<file path="src/rtl/tick_scheduler.sv">
// Programmable period tick generator with one-shot/pause/stop control and a free-running digit-scan divider.
// Ticks follow the terminal count by one cycle; all outputs are registered.
module tick_scheduler #(
  parameter int          CNT_W      = 25,
  parameter int unsigned DEF_PERIOD = 24999999,
  parameter int          SCAN_DIV   = 10000,
  parameter int          DIGITS     = 4,
  localparam int         SEL_W      = (DIGITS > 1) ? $clog2(DIGITS) : 1
) (
  input  logic             clk,
  input  logic             rst,
  input  logic             cfg_valid,
  output logic             cfg_ready,
  input  logic [CNT_W-1:0] cfg_period,
  input  logic             cfg_oneshot,
  input  logic             start,
  input  logic             stop,
  input  logic             hold,
  output logic             tick,
  output logic             tick_toggle,
  output logic             busy,
  output logic             done,
  output logic             scan_tick,
  output logic [SEL_W-1:0] scan_sel
);

  localparam int SCW = (SCAN_DIV > 1) ? $clog2(SCAN_DIV) : 1;

  typedef enum logic [1:0] {IDLE, RUN, PAUSE, DONE} state_t;

  state_t           state;
  logic [CNT_W-1:0] period_reg;
  logic [CNT_W-1:0] cnt;
  logic             oneshot_reg;
  logic             tc_pend;
  logic [SCW-1:0]   scan_cnt;

  always_ff @(posedge clk) begin
    if (rst) begin
      period_reg  <= CNT_W'(DEF_PERIOD);
      oneshot_reg <= 1'b0;
    end else if (cfg_valid && cfg_ready) begin
      period_reg  <= cfg_period;
      oneshot_reg <= cfg_oneshot;
    end
  end

  // tc_pend marks the terminal count; the tick itself is issued one cycle later
  always_ff @(posedge clk) begin
    if (rst) begin
      state       <= IDLE;
      cnt         <= '0;
      tc_pend     <= 1'b0;
      tick        <= 1'b0;
      tick_toggle <= 1'b0;
      busy        <= 1'b0;
      done        <= 1'b0;
      cfg_ready   <= 1'b1;
    end else if (stop) begin
      state       <= IDLE;
      cnt         <= '0;
      tc_pend     <= 1'b0;
      tick        <= 1'b0;
      tick_toggle <= 1'b0;
      busy        <= 1'b0;
      done        <= 1'b0;
      cfg_ready   <= 1'b1;
    end else begin
      tick <= 1'b0;
      done <= 1'b0;
      case (state)
        IDLE, DONE: begin
          if (start) begin
            state     <= RUN;
            cnt       <= '0;
            tc_pend   <= 1'b0;
            busy      <= 1'b1;
            cfg_ready <= 1'b0;
          end
        end
        RUN, PAUSE: begin
          if (tc_pend) begin
            tick        <= 1'b1;
            tick_toggle <= ~tick_toggle;
          end
          if (tc_pend && oneshot_reg) begin
            state     <= DONE;
            tc_pend   <= 1'b0;
            done      <= 1'b1;
            busy      <= 1'b0;
            cfg_ready <= 1'b1;
          end else if (hold) begin
            state   <= PAUSE;
            tc_pend <= 1'b0;
          end else begin
            // leaving PAUSE counts in the same cycle so a hold of N cycles stretches by exactly N
            state   <= RUN;
            tc_pend <= (cnt == period_reg);
            cnt     <= (cnt == period_reg) ? '0 : cnt + CNT_W'(1);
          end
        end
        default: state <= IDLE;
      endcase
    end
  end

  always_ff @(posedge clk) begin
    if (rst) begin
      scan_cnt  <= '0;
      scan_tick <= 1'b0;
      scan_sel  <= '0;
    end else if (scan_cnt == SCW'(SCAN_DIV - 1)) begin
      scan_cnt  <= '0;
      scan_tick <= 1'b1;
      scan_sel  <= (scan_sel == SEL_W'(DIGITS - 1)) ? '0 : scan_sel + SEL_W'(1);
    end else begin
      scan_cnt  <= scan_cnt + SCW'(1);
      scan_tick <= 1'b0;
    end
  end

endmodule

</file>
<file path="config.mk">
export PLATFORM = sky130hd
export DESIGN_NAME = tick_scheduler
export DESIGN_NICKNAME = d
export VERILOG_FILES = /design/src/rtl/tick_scheduler.sv
export SDC_FILE = /design/constraint.sdc
export NUM_CORES = 1
export LEC_CHECK = 0
export CORE_MARGIN = 8
export CORE_UTILIZATION = 50
export DETAILED_ROUTE_END_ITERATION = 8
export PLACE_DENSITY = 0.77
export SYNTH_ARGS = -nofsm -noshare
export SYNTH_HDL_FRONTEND = slang
export SYNTH_SLANG_ARGS = --single-unit
</file>
<file path="constraint.sdc">
create_clock -name clk -period 4.9 [get_ports clk]
set_input_delay 1.225 -clock clk [delete_from_list [all_inputs] [get_ports clk]]
set_output_delay 1.225 -clock clk [all_outputs]
set_load 0.05 [all_outputs]
</file>
==> summary.txt <==
Global route
  – Vias in the first global route: 2857
  – First-pass GRT wire length: about 13 mm
  – Gr usage total: 0.163
  – GR Overflow Total: 0
  – Initial antenna violation count: 0
  – Largest net degree at the start of global routing: 33

Floorplanning
  – Area of the core: 6790 um2
  – I/O Pins: 40
  – Die Area: 9940 um2
  – Initial core utilization: 0.515
  – Die extent in x: 99.7 um
  – Die H: 99.7 um
  – Row count: 30

Clock network
  – Clock buffer depth: 2
  – H-tree levels: 3
  – Clk sink count: between 70 and 80
  – Hold buffer count at cts: 0
  – Clk root buf: clkbuf_8
  – CTS tree: done
  – Post-CTS Setup Bufs: 0
  – Worst-path clk slew: 90 ps
  – Total CTS buffers: 9
  – Resized cells post-CTS: 0
  – Clock latency on the worst-skew pair: 360 ps

Routing
  – Wire per inst: 14.0 um
  – Drc violations: 0
  – DRT Pass-1 Iters: 5
  – Drt total wl: 7.74 mm
  – Starting DRT DRC Count: 179
  – DR vias: about 2900
  – Antenna Nets Post-Route: 0
  – Via/cell ratio: 5.31

Placement
  – Number of port buffers: 39
  – RePlAce Congestion: approximately 0.86
  – Placed inst area: 3940 um2
  – Setup WS pre-CTS: roughly 1800 ps
  – Post-DP HPWL: 5.72 mm

Critical path
  – Crit-path max cell delay: 830 ps
  – CP max-delay cell: clkdlybuf4s50_1
  – Crit path kind: flip-flop to output pin
  – CP Max Fanout: 4
  – Worst Reg2Reg Path Length in Cells: 6
  – Critical path's top delay family: buffers and inverters
  – Worst setup SP type: flip-flop
  – Flop-to-flop setup slack: 2790 ps
  – Setup crit end kind: output pin
  – CP cell instances: clkdlybuf4s50_1
  – Critical path arrival: between 1500 and 2000 ps
  – Buf/Inv on CP: 1
  – R2r startpoint: cnt[19]
  – Required time of the worst setup path: 3670 ps
  – End of the worst register-to-register path: cnt[7]

Logic synthesis
  – Synth Flop Type: dfxtp_1
  – Syn_nets: 452
  – Synthesis-stage register bit count: 76
  – Number of synthesized flops with an enable pin: 0
  – Syn Inst Count: 417
  – Post-synth ARST share: 0
  – Top post-synthesis cells by area: dfxtp_1 (43%), xnor2_1 (9.8%), nand2_1 (8.3%)
  – Sequential area share after synthesis: 0.435
  – Synthesized area: approximately 3500 um2
  – Synth cell types: 44
  – Synth top area share: 0.435
  – Synth warn: 0
  – Mean Syn Cell Area: about 8.4 um2
  – Cell taking the most area after synthesis: dfxtp_1

Timing
  – Max Freq: ~0.36 GHz
  – Fin Hold WS: 473 ps
  – Worst slew margin: 0.448
  – Final period utilization: 0.570
  – Final setup TNS: 0 ps
  – Skew final: approximately 9.7 ps
  – RSZ-0062 raised after global routing: false
  – Pins over their slew limit: 0
  – Clock period minus worst slack: between 2000 and 3000 ps
  – Final WS setup: around 2100 ps
  – Worst Max-Slew Pin Slew: around 830 ps
  – Final setup fails: 0
  – Endpoints failing hold: 0

Hold path
  – Hold crit path type: flip-flop to flip-flop
  – Hold depth: 2
  – Hold path startpoint: period_reg[23]
  – End of the worst hold path: period_reg[23]

Cells and area
  – Layout cell share with drive strength beyond 1: 0.0615
  – Synth-to-layout area growth: 17.9%
  – ANT cells: 0
  – Fin area: ~4100 um2
  – Layout net count: slightly below 500

Pwr
  – Total power: 0.00120 W
  – P per Cell Area: between 200 and 300 nW/um2
  – Leakage Power: 1.42 nW
  – Peak supply drop: 0.186 mV

Outcome
  – Status: finished, final reports clean

Job
  – # Max-Cap Violations: 0
[power breakdown]
| part | internal, W | total (W) | switching [W] |
|---|---|---|---|
| Combinational | 0.0000535 | 0.000106 | 0.0000524 |
| Sequential | 0.000637 | 0.000652 | 0.0000159 |
| Clock | 0.000191 | 0.000444 | 0.000253 |
| Total | 0.000881 | 0.00120 | 0.000322 |
[through the flow]
step | utilization | instances
6_report | 0.607 | 551
5_1_grt | 0.607 | 551
4_1_cts | 0.607 | 551
3_5_place_dp | 0.580 | 535
3_3_place_gp | 0.580 | 535
2_1_floorplan | - | 417
[cell usage after synthesis, types with 2 or more instances]
library cell / n
and2_1: 2
nor3_1: 5
nand2b_1: 2
and3_1: 6
nor2_1: 52
nor4b_1: 2
buf_2: 4
a21oi_1: 15
inv_1: 4
clkbuf_1: 12
xnor2_1: 39
nand4_1: 17
a22oi_1: 2
a32oi_1: 3
clkbuf_2: 2
nand3b_1: 18
o21ai_1: 2
o21ai_0: 8
nand2_1: 77
a31oi_1: 2
nor2_2: 2
xor2_1: 17
o41ai_1: 2
nor4_1: 4
nand3_1: 22
dfxtp_1: 76
ha_1: 3
[tightest hold or removal path: stages (launching register included)]
cell and delay (ps):
dfxtp_1 330, nand2_1 50, a21oi_1 50
[metal layers]
layer  routed length, um  up-vias  part of all wire  track usage
met3                 424       18             0.055       0.0356
li1                    -     1485                 -            -
met5                   0        -                 0            0
met1                3600     1324              0.47        0.210
met2                3540       98              0.46        0.254
met4                 163        0             0.021       0.0733
[cells in the final DEF (no fill, tap or decap), drive strengths merged, types with 2 or more instances in the layout]
cell type / count
a22oi: 2
dfxtp: 76
nand3: 23
and2: 2
xor2: 18
clkbuf: 9
a32oi: 3
o41ai: 2
nand2: 78
clkinv: 2
a31oi: 2
nor4: 5
ha: 3
xnor2: 39
nand2b: 2
clkinvlp: 2
nand3b: 18
inv: 7
a21oi: 15
o21ai: 10
nor4b: 2
clkdlybuf4s50: 39
mux2i: 2
nor3: 5
nor2: 54
nand4: 18
and3: 7
nor3b: 2
[worst max-delay path by stage]
stage | end | from | slack (ps) | cells after the start
2_1_floorplan | cnt[16] | hold | 2530 | 6
3_3_place_gp | cnt[23] | rst | 1870 | 6
3_5_place_dp | cnt[21] | rst | 1790 | 6
4_1_cts | scan_sel[0] | scan_sel[0] | 2090 | 1
5_1_grt | cnt[21] | rst | 2000 | 6
6_report | scan_sel[0] | scan_sel[0] | 2110 | 1
[layout make-up]
class / instances / area [um2]
Fill cell: 580 / 2670
Multi-Input combinational cell: 319 / 1890
Sequential cell: 76 / 1520
Timing Repair Buffer: 40 / 398
Clock buffer: 9 / 124
Tap cell: 96 / 120
Clock inverter: 7 / 58.8
Inverter: 4 / 15.0
[kinds of logic after synthesis]
group / after synthesis / share of synthesized area
fa+ha+maj: 3 / 0.0107
flops: 76 / 0.435
buf+inv: 22 / 0.0257
mux: 2 / 0.00929
simple gates: 218 / 0.307
compound gates: 39 / 0.0679
xor+xnor: 57 / 0.145
(Power assumes the default switching activity.)
